==> src/rtl/cell_mem_arbiter_if.sv <==
// Bundle of the force/motion client handshakes and the single-port memory pins
// seen by one cell_mem_arbiter instance.
interface cell_mem_arbiter_if #(
  parameter int DATA_WIDTH = 96,
  parameter int ADDR_WIDTH = 8
);
  logic                  rd_req;
  logic [ADDR_WIDTH-1:0] rd_addr;
  logic                  rd_gnt;
  logic [DATA_WIDTH-1:0] rd_data;
  logic                  rd_valid;
  logic                  wr_req;
  logic [ADDR_WIDTH-1:0] wr_addr;
  logic [DATA_WIDTH-1:0] wr_data;
  logic                  wr_gnt;
  logic                  motion_start;
  logic                  motion_active;
  logic                  motion_done;
  logic                  addr_err;
  logic [ADDR_WIDTH-1:0] mem_address;
  logic [DATA_WIDTH-1:0] mem_data;
  logic                  mem_rden;
  logic                  mem_wren;
  logic [DATA_WIDTH-1:0] mem_q;

  modport slave (
    input  rd_req, rd_addr, wr_req, wr_addr, wr_data, motion_start, mem_q,
    output rd_gnt, rd_data, rd_valid, wr_gnt, motion_active, motion_done,
           addr_err, mem_address, mem_data, mem_rden, mem_wren
  );

  modport master (
    output rd_req, rd_addr, wr_req, wr_addr, wr_data, motion_start, mem_q,
    input  rd_gnt, rd_data, rd_valid, wr_gnt, motion_active, motion_done,
           addr_err, mem_address, mem_data, mem_rden, mem_wren
  );
endinterface

==> src/rtl/cell_mem_arbiter.sv <==
// Single-port cell position memory arbiter: FORCE-phase reads, a two-cycle DRAIN
// of in-flight reads, then MOTION-phase write-back of PARTICLE_NUM words.
module cell_mem_arbiter #(
  parameter int DATA_WIDTH   = 96,
  parameter int PARTICLE_NUM = 220,
  parameter int ADDR_WIDTH   = 8
) (
  input  logic              clk,
  input  logic              rst,
  cell_mem_arbiter_if.slave bus
);

  localparam int CNT_W = ADDR_WIDTH + 1;
  localparam logic [CNT_W-1:0] LAST_CNT = CNT_W'(PARTICLE_NUM - 1);

  typedef enum logic [1:0] {
    ST_FORCE  = 2'd0,
    ST_DRAIN  = 2'd1,
    ST_MOTION = 2'd2
  } state_e;

  state_e                state_q, state_d;
  logic                  pending_q, pending_d;
  logic                  drain_q, drain_d;
  logic [CNT_W-1:0]      wr_cnt_q, wr_cnt_d;
  logic                  done_d;
  logic                  rd_gnt_s, wr_gnt_s, rd_ok_s, wr_ok_s;
  logic [ADDR_WIDTH-1:0] mem_address_q;
  logic [DATA_WIDTH-1:0] mem_data_q;
  logic                  mem_rden_q, mem_wren_q;
  logic                  p1_valid_q, p1_oor_q, rd_valid_q, rd_oor_q;
  logic [DATA_WIDTH-1:0] rd_hold_q, rd_data_s;
  logic                  motion_active_q, motion_done_q, addr_err_q;

  function automatic logic addr_in_range(input logic [ADDR_WIDTH-1:0] addr);
    return {1'b0, addr} < CNT_W'(PARTICLE_NUM);
  endfunction

  assign rd_ok_s = addr_in_range(bus.rd_addr);
  assign wr_ok_s = addr_in_range(bus.wr_addr);

  // Phase sequencing and grant decode; grants are suppressed while rst is held.
  always_comb begin
    rd_gnt_s  = 1'b0;
    wr_gnt_s  = 1'b0;
    state_d   = state_q;
    pending_d = pending_q;
    drain_d   = drain_q;
    wr_cnt_d  = wr_cnt_q;
    done_d    = 1'b0;
    case (state_q)
      ST_FORCE: begin
        rd_gnt_s = bus.rd_req & ~pending_q & ~rst;
        if (bus.motion_start | pending_q) begin
          pending_d = 1'b1;
          drain_d   = 1'b0;
          state_d   = ST_DRAIN;
        end else begin
          pending_d = 1'b0;
        end
      end
      ST_DRAIN: begin
        if (drain_q && !p1_valid_q) begin
          state_d   = ST_MOTION;
          pending_d = 1'b0;
        end else begin
          drain_d = 1'b1;
        end
      end
      ST_MOTION: begin
        wr_gnt_s = bus.wr_req & ~rst;
        if (wr_gnt_s) begin
          if (wr_cnt_q == LAST_CNT) begin
            wr_cnt_d = '0;
            state_d  = ST_FORCE;
            done_d   = 1'b1;
          end else begin
            wr_cnt_d = wr_cnt_q + CNT_W'(1);
          end
        end else begin
          wr_cnt_d = wr_cnt_q;
        end
      end
      default: begin
        state_d = ST_FORCE;
      end
    endcase
  end

  // State, memory strobes and the two-stage read-return tracker.
  always_ff @(posedge clk or posedge rst) begin
    if (rst) begin
      state_q         <= ST_FORCE;
      pending_q       <= 1'b0;
      drain_q         <= 1'b0;
      wr_cnt_q        <= '0;
      mem_address_q   <= '0;
      mem_data_q      <= '0;
      mem_rden_q      <= 1'b0;
      mem_wren_q      <= 1'b0;
      p1_valid_q      <= 1'b0;
      p1_oor_q        <= 1'b0;
      rd_valid_q      <= 1'b0;
      rd_oor_q        <= 1'b0;
      rd_hold_q       <= '0;
      motion_active_q <= 1'b0;
      motion_done_q   <= 1'b0;
      addr_err_q      <= 1'b0;
    end else begin
      state_q         <= state_d;
      pending_q       <= pending_d;
      drain_q         <= drain_d;
      wr_cnt_q        <= wr_cnt_d;
      motion_active_q <= (state_d == ST_MOTION);
      motion_done_q   <= done_d;
      mem_rden_q      <= rd_gnt_s & rd_ok_s;
      mem_wren_q      <= wr_gnt_s & wr_ok_s;
      // Out-of-range grants leave address/data untouched and raise the sticky error.
      if (rd_gnt_s && rd_ok_s) begin
        mem_address_q <= bus.rd_addr;
      end else if (wr_gnt_s && wr_ok_s) begin
        mem_address_q <= bus.wr_addr;
        mem_data_q    <= bus.wr_data;
      end
      if ((rd_gnt_s && !rd_ok_s) || (wr_gnt_s && !wr_ok_s)) begin
        addr_err_q <= 1'b1;
      end
      p1_valid_q <= rd_gnt_s;
      p1_oor_q   <= ~rd_ok_s;
      rd_valid_q <= p1_valid_q;
      rd_oor_q   <= p1_oor_q;
      if (rd_valid_q) begin
        rd_hold_q <= rd_data_s;
      end
    end
  end

  // mem_q only becomes valid in the return cycle, so it is steered straight through.
  assign rd_data_s = rd_valid_q ? (rd_oor_q ? '0 : bus.mem_q) : rd_hold_q;

  assign bus.rd_gnt        = rd_gnt_s;
  assign bus.wr_gnt        = wr_gnt_s;
  assign bus.rd_data       = rd_data_s;
  assign bus.rd_valid      = rd_valid_q;
  assign bus.motion_active = motion_active_q;
  assign bus.motion_done   = motion_done_q;
  assign bus.addr_err      = addr_err_q;
  assign bus.mem_address   = mem_address_q;
  assign bus.mem_data      = mem_data_q;
  assign bus.mem_rden      = mem_rden_q;
  assign bus.mem_wren      = mem_wren_q;

endmodule

==> src/flat_wrapper.sv <==
// flat-port wrapper written by rule: the top's interface ports become plain ports
module cell_mem_arbiter_flat 
#(
  parameter int DATA_WIDTH   = 96,
  parameter int PARTICLE_NUM = 220,
  parameter int ADDR_WIDTH   = 8
)
  (clk, rst, bus_rd_req, bus_rd_addr, bus_wr_req, bus_wr_addr, bus_wr_data, bus_motion_start, bus_mem_q, bus_rd_gnt, bus_rd_data, bus_rd_valid, bus_wr_gnt, bus_motion_active, bus_motion_done, bus_addr_err, bus_mem_address, bus_mem_data, bus_mem_rden, bus_mem_wren);
  cell_mem_arbiter_if #(.DATA_WIDTH(DATA_WIDTH), .ADDR_WIDTH(ADDR_WIDTH)) bus_i ();
  input  logic clk;
  input  logic rst;
  input wire logic [$bits(bus_i.rd_req)-1:0] bus_rd_req;
  input wire logic [$bits(bus_i.rd_addr)-1:0] bus_rd_addr;
  input wire logic [$bits(bus_i.wr_req)-1:0] bus_wr_req;
  input wire logic [$bits(bus_i.wr_addr)-1:0] bus_wr_addr;
  input wire logic [$bits(bus_i.wr_data)-1:0] bus_wr_data;
  input wire logic [$bits(bus_i.motion_start)-1:0] bus_motion_start;
  input wire logic [$bits(bus_i.mem_q)-1:0] bus_mem_q;
  output wire logic [$bits(bus_i.rd_gnt)-1:0] bus_rd_gnt;
  output wire logic [$bits(bus_i.rd_data)-1:0] bus_rd_data;
  output wire logic [$bits(bus_i.rd_valid)-1:0] bus_rd_valid;
  output wire logic [$bits(bus_i.wr_gnt)-1:0] bus_wr_gnt;
  output wire logic [$bits(bus_i.motion_active)-1:0] bus_motion_active;
  output wire logic [$bits(bus_i.motion_done)-1:0] bus_motion_done;
  output wire logic [$bits(bus_i.addr_err)-1:0] bus_addr_err;
  output wire logic [$bits(bus_i.mem_address)-1:0] bus_mem_address;
  output wire logic [$bits(bus_i.mem_data)-1:0] bus_mem_data;
  output wire logic [$bits(bus_i.mem_rden)-1:0] bus_mem_rden;
  output wire logic [$bits(bus_i.mem_wren)-1:0] bus_mem_wren;
  assign bus_i.rd_req = bus_rd_req;
  assign bus_i.rd_addr = bus_rd_addr;
  assign bus_i.wr_req = bus_wr_req;
  assign bus_i.wr_addr = bus_wr_addr;
  assign bus_i.wr_data = bus_wr_data;
  assign bus_i.motion_start = bus_motion_start;
  assign bus_i.mem_q = bus_mem_q;
  assign bus_rd_gnt = bus_i.rd_gnt;
  assign bus_rd_data = bus_i.rd_data;
  assign bus_rd_valid = bus_i.rd_valid;
  assign bus_wr_gnt = bus_i.wr_gnt;
  assign bus_motion_active = bus_i.motion_active;
  assign bus_motion_done = bus_i.motion_done;
  assign bus_addr_err = bus_i.addr_err;
  assign bus_mem_address = bus_i.mem_address;
  assign bus_mem_data = bus_i.mem_data;
  assign bus_mem_rden = bus_i.mem_rden;
  assign bus_mem_wren = bus_i.mem_wren;
  cell_mem_arbiter #(.DATA_WIDTH(DATA_WIDTH), .PARTICLE_NUM(PARTICLE_NUM), .ADDR_WIDTH(ADDR_WIDTH)) u_core (.clk(clk), .rst(rst), .bus(bus_i));
endmodule
==> config.mk <==
export PLATFORM = sky130hd
export DESIGN_NAME = cell_mem_arbiter_flat
export DESIGN_NICKNAME = d
export VERILOG_FILES = /design/src/rtl/cell_mem_arbiter_if.sv /design/src/rtl/cell_mem_arbiter.sv /design/src/flat_wrapper.sv
export SDC_FILE = /design/constraint.sdc
export NUM_CORES = 1
export LEC_CHECK = 0
export CAP_MARGIN = 0
export CORE_ASPECT_RATIO = 0.8
export CORE_MARGIN = 5
export CORE_UTILIZATION = 36
export DETAILED_ROUTE_END_ITERATION = 12
export PLACE_DENSITY = 0.78
export SLEW_MARGIN = 20
export SYNTH_ARGS = -nofsm -noshare
export SYNTH_HDL_FRONTEND = slang
export SYNTH_SLANG_ARGS = --single-unit
==> constraint.sdc <==
create_clock -name clk -period 7.78 [get_ports clk]
set_input_delay 1.167 -clock clk [delete_from_list [all_inputs] [get_ports clk]]
set_output_delay 1.167 -clock clk [all_outputs]
set_load 0.03 [all_outputs]
# Word-level counts from Yosys, hierarchy flattened
# Index checks and enable logic that the tools add are counted.
[op_classes]
n_addsub = 1
order_cmp = 2
n_eq_ne = 7
mux = 21
n_bitwise = 10
reduce_logical = 16
[ops]
columns = ["cell", "count"]
rows = [
  ["96-bit 2-to-1 mux", 2],
  ["8-bit < comparator (second input constant)", 2],
  ["8-bit 2-to-1 mux", 2],
  ["9-bit by 1-bit adder with 9-bit output (second input constant)", 1],
  ["9-bit by 8-bit == test with 1-bit output (second input constant)", 1],
  ["1-bit 2-to-1 mux", 9],
  ["9-bit 2-to-1 mux", 1],
  ["2-bit 2-to-1 mux", 4],
  ["2-bit one-hot mux with 3 select lines", 1],
  ["2-bit AND reduction", 3],
  ["1-bit bitwise AND", 5],
  ["1-bit logical AND", 5],
  ["2-bit == test (second input constant)", 2],
  ["2-bit by 1-bit != test with 1-bit output (second input constant)", 2],
  ["1-bit inverter", 4],
  ["1-bit one-hot mux with 2 select lines", 2],
  ["2-bit nonzero test", 2],
  ["1-bit zero test", 3],
  ["3-bit AND reduction", 1],
  ["2-bit by 1-bit == test with 1-bit output (second input constant)", 1],
  ["2-bit zero test", 1],
  ["2-bit != test (second input constant)", 1],
  ["1-bit logical OR", 1],
  ["1-bit bitwise OR", 1],
]
[word_totals]
register_bits = 222
inputBits = 213
elab_cells = 73

# Depth between registers and ports, before layout
[logic_depth]
ltp_word = 7
mapped_depth = 9
mapped_depth_nobuf = 7

# Least setup slack after synthesis
# OpenSTA, ideal clock, no wires.
[synth_path]
kind = "input to output"
start = "input port rst"
end = "output port bus_wr_gnt"
arrival_ps = 1892
path_slack_ps = 4721
cell_stages = 4
n_path_buf = 1
path_cell_list = "nand2b_1 > or3_4 > inv_2 > buf_4"
[synth_between]
elab_chain_len = 3
[synth_lines]
columns = ["element", "line", "rtl"]
rows = [
  ["from (decl)", "flat_wrapper.sv:11", "input logic rst;"],
  ["1-bit inverter", "cell_mem_arbiter.sv:71", "wr_gnt_s = bus.wr_req & ~rst;"],
  ["1-bit bitwise AND", "cell_mem_arbiter.sv:71", ""],
  ["1-bit 2-to-1 mux", "cell_mem_arbiter.sv:51", "case (state_q)"],
  ["to (decl)", "flat_wrapper.sv:22", "output wire logic [$bits(bus_i.wr_gnt)-1:0] bus_wr_gnt;"],
]
# No other way between the ends.

# Worst setup path in the final report
# Ends and elaborated chain as after synthesis.

==> metrics.log <==
[metrics] number of global-route vias before repair: 8374
[metrics] first-pass GRT wire length: 45010 µm
[metrics] clock-pin slew on the worst setup and hold paths: 60 ps
[metrics] CP endpoint kind: primary output
[metrics] starting density of the core: 0.3642
[metrics] setup slack of the most critical reg-to-reg path: 4560 ps
[metrics] required arrival time at the worst endpoint: 6610 ps
[metrics] transition at the pin with the smallest max-transition slack: 1079 ps
[metrics] initial antenna violation count: 4
[metrics] root buffer selected by CTS: clkbuf_16
[metrics] number of placement rows: 52
[metrics] Power Dens Cells: 432.3 mW/mm²
[metrics] total chip power: 6.189 mW
[metrics] CTS Buf Count: 24
[metrics] number of distinct library cell variants in the gate-level netlist after synthesis: 37
[metrics] remaining max-slew budget at the tightest pin: 0.2805
[metrics] number of DRC violations after detailed-routing iteration 0: 525
[metrics] worst setup path end: bus_wr_gnt
[metrics] Die Width: 188.5 µm
[metrics] Post-CTS Setup Repair Bufs: 0
[metrics] post-synthesis cell area: 0.009171 mm²
[metrics] Worst Setup Path Type: in2out
[metrics] Resize count post-CTS: 0
[metrics] drc violations: 0
[metrics] DR vias: 8206
[metrics] endpoint of the worst-slack reg-to-reg timing path: u_core.bus.mem_address[5]
[metrics] start point of the critical path: rst
[metrics] Yosys reg bits: 222
[metrics] critical path data arrival time: 3180 ps
[metrics] layout cell share with drive strength beyond 1: 0.03455
[metrics] met1 wire length: 11200 µm
[metrics] Overall Global Routing Usage: 0.1923
[metrics] final critical-path required period: 4343 ps
[metrics] highest attainable clock frequency: 230.2 MHz
[metrics] Final Cycle Share: 0.5583
[metrics] Clock Sinks: 222
[metrics] number of hold buffers added after cts: 0
[metrics] total of warnings raised by yosys: 0
[metrics] final core area utilization: 0.5685
[metrics] area of the placeable core: 0.02518 mm²
[metrics] count of maximum capacitance violations: 0
[metrics] total length of routed wires: 28720 µm
[metrics] startpoint of the worst-slack reg-to-reg timing path: u_core.state_q[0]
[metrics] Placement Setup Slack: 3166 ps
[metrics] startpoint type of the worst setup path: input port
[metrics] I/O pin cnt: 421
[metrics] RSZ-0062 raised after global routing: false
[metrics] detail-routed net length per standard cell: 16.19 µm
[metrics] detailed placer's ending HPWL: 20590 µm
[metrics] final RePlAce weighted congestion: 0.8712
[metrics] area growth from synthesis to layout: 56.08%
[metrics] Die Span Y: 152.8 µm
[metrics] number of nets produced by synthesis: 1250
[metrics] maximum net fanout on the critical path: 11
[metrics] Vias per Instance: 4.626
[metrics] TritonCTS clock tree: built
[metrics] synthesized instance count: 1036
[metrics] number of detailed-route iterations in the first pass: 5
[metrics] top routing layer in use: met5
[metrics] class of the tightest hold or removal check: reg2reg
[metrics] die area: 0.02879 mm²
[metrics] sum of met3 wire segment lengths after detailed routing: 3022 µm
[metrics] H-tree levels: 1
[metrics] worst supply voltage drop on vdd: 0.0002556 V
[metrics] remaining global-route overflow: 0
[metrics] # port buffers: 420
[metrics] most common library cell in the layout ignoring fill and taps: clkdlybuf4s50_1
[metrics] Antenna Violating Nets Remaining: 0
[metrics] number of instances in the placed design: 1729
[metrics] final setup violation count: 0
[metrics] most used cells in the layout excluding fill and tap cells: clkdlybuf4s50_1 (420), nand2_1 (394), dfrtp_1 (221), o21ai_0 (197), inv_1 (98)
[metrics] final std cells w/o fill: 1774
[metrics] Leakage: 6.590 nW
[metrics] Slew Limit Fails: 0
[metrics] Clock Latency Late Sink: 520 ps
[metrics] status: complete, no violations
[metrics] largest net degree at the start of global routing: 163
[metrics] Post-Synthesis Mean Instance Area: 8.853 µm²
[metrics] detailed route wirelength on metal2: 13680 µm
[metrics] maximum clock skew at final layout: 24.39 ps
[metrics] cell depth of the worst flop-to-flop path: 8
[metrics] accumulated negative setup slack: 0 ps
[metrics] nets@finish: 1646
[metrics] Bufs on Longest Clock Path: 3
[metrics] Seq/Total Area, Yosys: 0.6057
[metrics] final hold violation count: 0
[metrics] crit path setup slack, layout: 3437 ps
==> sequential cells by signal, summed over array words and instances, names as in the netlist <==
register                  count
u_core.bus.mem_data          96
u_core.rd_hold_q             96
u_core.wr_cnt_q               9
u_core.bus.mem_address        8
u_core.state_q                2
u_core.bus.addr_err           1
u_core.bus.mem_rden           1
u_core.bus.mem_wren           1
u_core.bus.motion_active      1
u_core.bus.motion_done        1
u_core.bus.rd_valid           1
u_core.drain_q                1
u_core.p1_oor_q               1
u_core.p1_valid_q             1
u_core.pending_q              1
u_core.rd_oor_q               1
==> cell type report <==
| type | instances | area [µm²] |
|---|---|---|
| Fill cell | 2142 | 10860 |
| Sequential cell | 222 | 5559 |
| Timing Repair Buffer | 426 | 4277 |
| Multi-Input combinational cell | 656 | 2932 |
| Clock buffer | 37 | 709.4 |
| Tap cell | 324 | 405.4 |
| Inverter | 102 | 391.6 |
| Clock inverter | 4 | 33.78 |
| Antenna cell | 3 | 7.507 |
==> where the power goes <==
group / switching [mW] / internal (mW)
sequential: 0.240 / 1.69
combinational: 1.93 / 1.26
clock: 0.451 / 0.625
total: 2.62 / 3.57
==> metal layers <==
layer | vias up | global-route usage
met5 | - | 0
met4 | 2 | 0.05307
met3 | 52 | 0.08131
met2 | 306 | 0.3265
met1 | 3795 | 0.2248
li1 | 4051 | -
==> cell families (layout without fill, tap and decap cells) <==
logic type                 count (synthesis)  in the layout  synth area share
DFF                                      222            222            0.6057
AOI/OAI and AO/OA                        223            223            0.1295
xor gates and xnor gates                   7              7          0.006685
adders and majority gates                  1              1          0.001364
other                                      0              3                 0
buffers and inverters                    158            569           0.07626
and+or+nand+nor                          425            425            0.1805
==> worst min-delay path by stage <==
stage | startpoint | to | slack [ps] | depth (start not counted)
CTS | u_core.p1_oor_q | u_core.rd_oor_q | 360 | 0
global route | u_core.p1_oor_q | u_core.rd_oor_q | 380 | 0
global placement | u_core.p1_oor_q | u_core.rd_oor_q | 340 | 0
detailed placement | u_core.p1_oor_q | u_core.rd_oor_q | 350 | 0
finish | u_core.p1_oor_q | u_core.rd_oor_q | 360 | 0
floorplan | u_core.p1_oor_q | u_core.rd_oor_q | 330 | 0
==> critical path, stage by stage <==
cell	delay, ps
clkdlybuf4s50_1	520
nand2b_1	220
or3_4	360
inv_2	180
clkdlybuf4s50_1	730
==> synthesized netlist by cell type <==
cell type,instances,share of area
nand2_1,394,0.16
dfrtp_1,222,0.61
o21ai_0,197,0.11
inv_1,99,0.041
clkbuf_1,33,0.014
buf_6,11,0.014
nor2_1,10,0.0041
a22o_1,7,0.0067
a21o_1,6,0.0049
xor2_1,6,0.0057
a21oi_1,5,0.0027
buf_1,5,0.0020
buf_2,4,0.0022
nand3_1,4,0.0022
inv_2,3,0.0012
nand4_1,3,0.0020
nor2b_1,3,0.0020
and3_1,2,0.0014
buf_4,2,0.0016
nand2b_1,2,0.0014
o22ai_1,2,0.0014
a221o_1,1,0.0011
a311oi_1,1,0.00096
a311oi_2,1,0.0016
a31o_2,1,0.00096
a31oi_1,1,0.00068
and2_1,1,0.00068
and4_1,1,0.00096
buf_8,1,0.0016
ha_1,1,0.0014
nand4bb_1,1,0.0012
nor3_1,1,0.00055
o21ai_2,1,0.00096
or3_1,1,0.00068
or3_4,1,0.0012
or4_1,1,0.00082
xnor2_1,1,0.00096
==> stage by stage <==
stage | cell area [µm²] | hold slack, ps
finish | 14320 | 361.3
global route | 14320 | 376.5
CTS | 14270 | 362.1
detailed placement | 13530 | 348.3
global placement | 13530 | 344.6
floorplan | 9171 | 331.2
No activity file was read; power rests on OpenSTA's default activity.
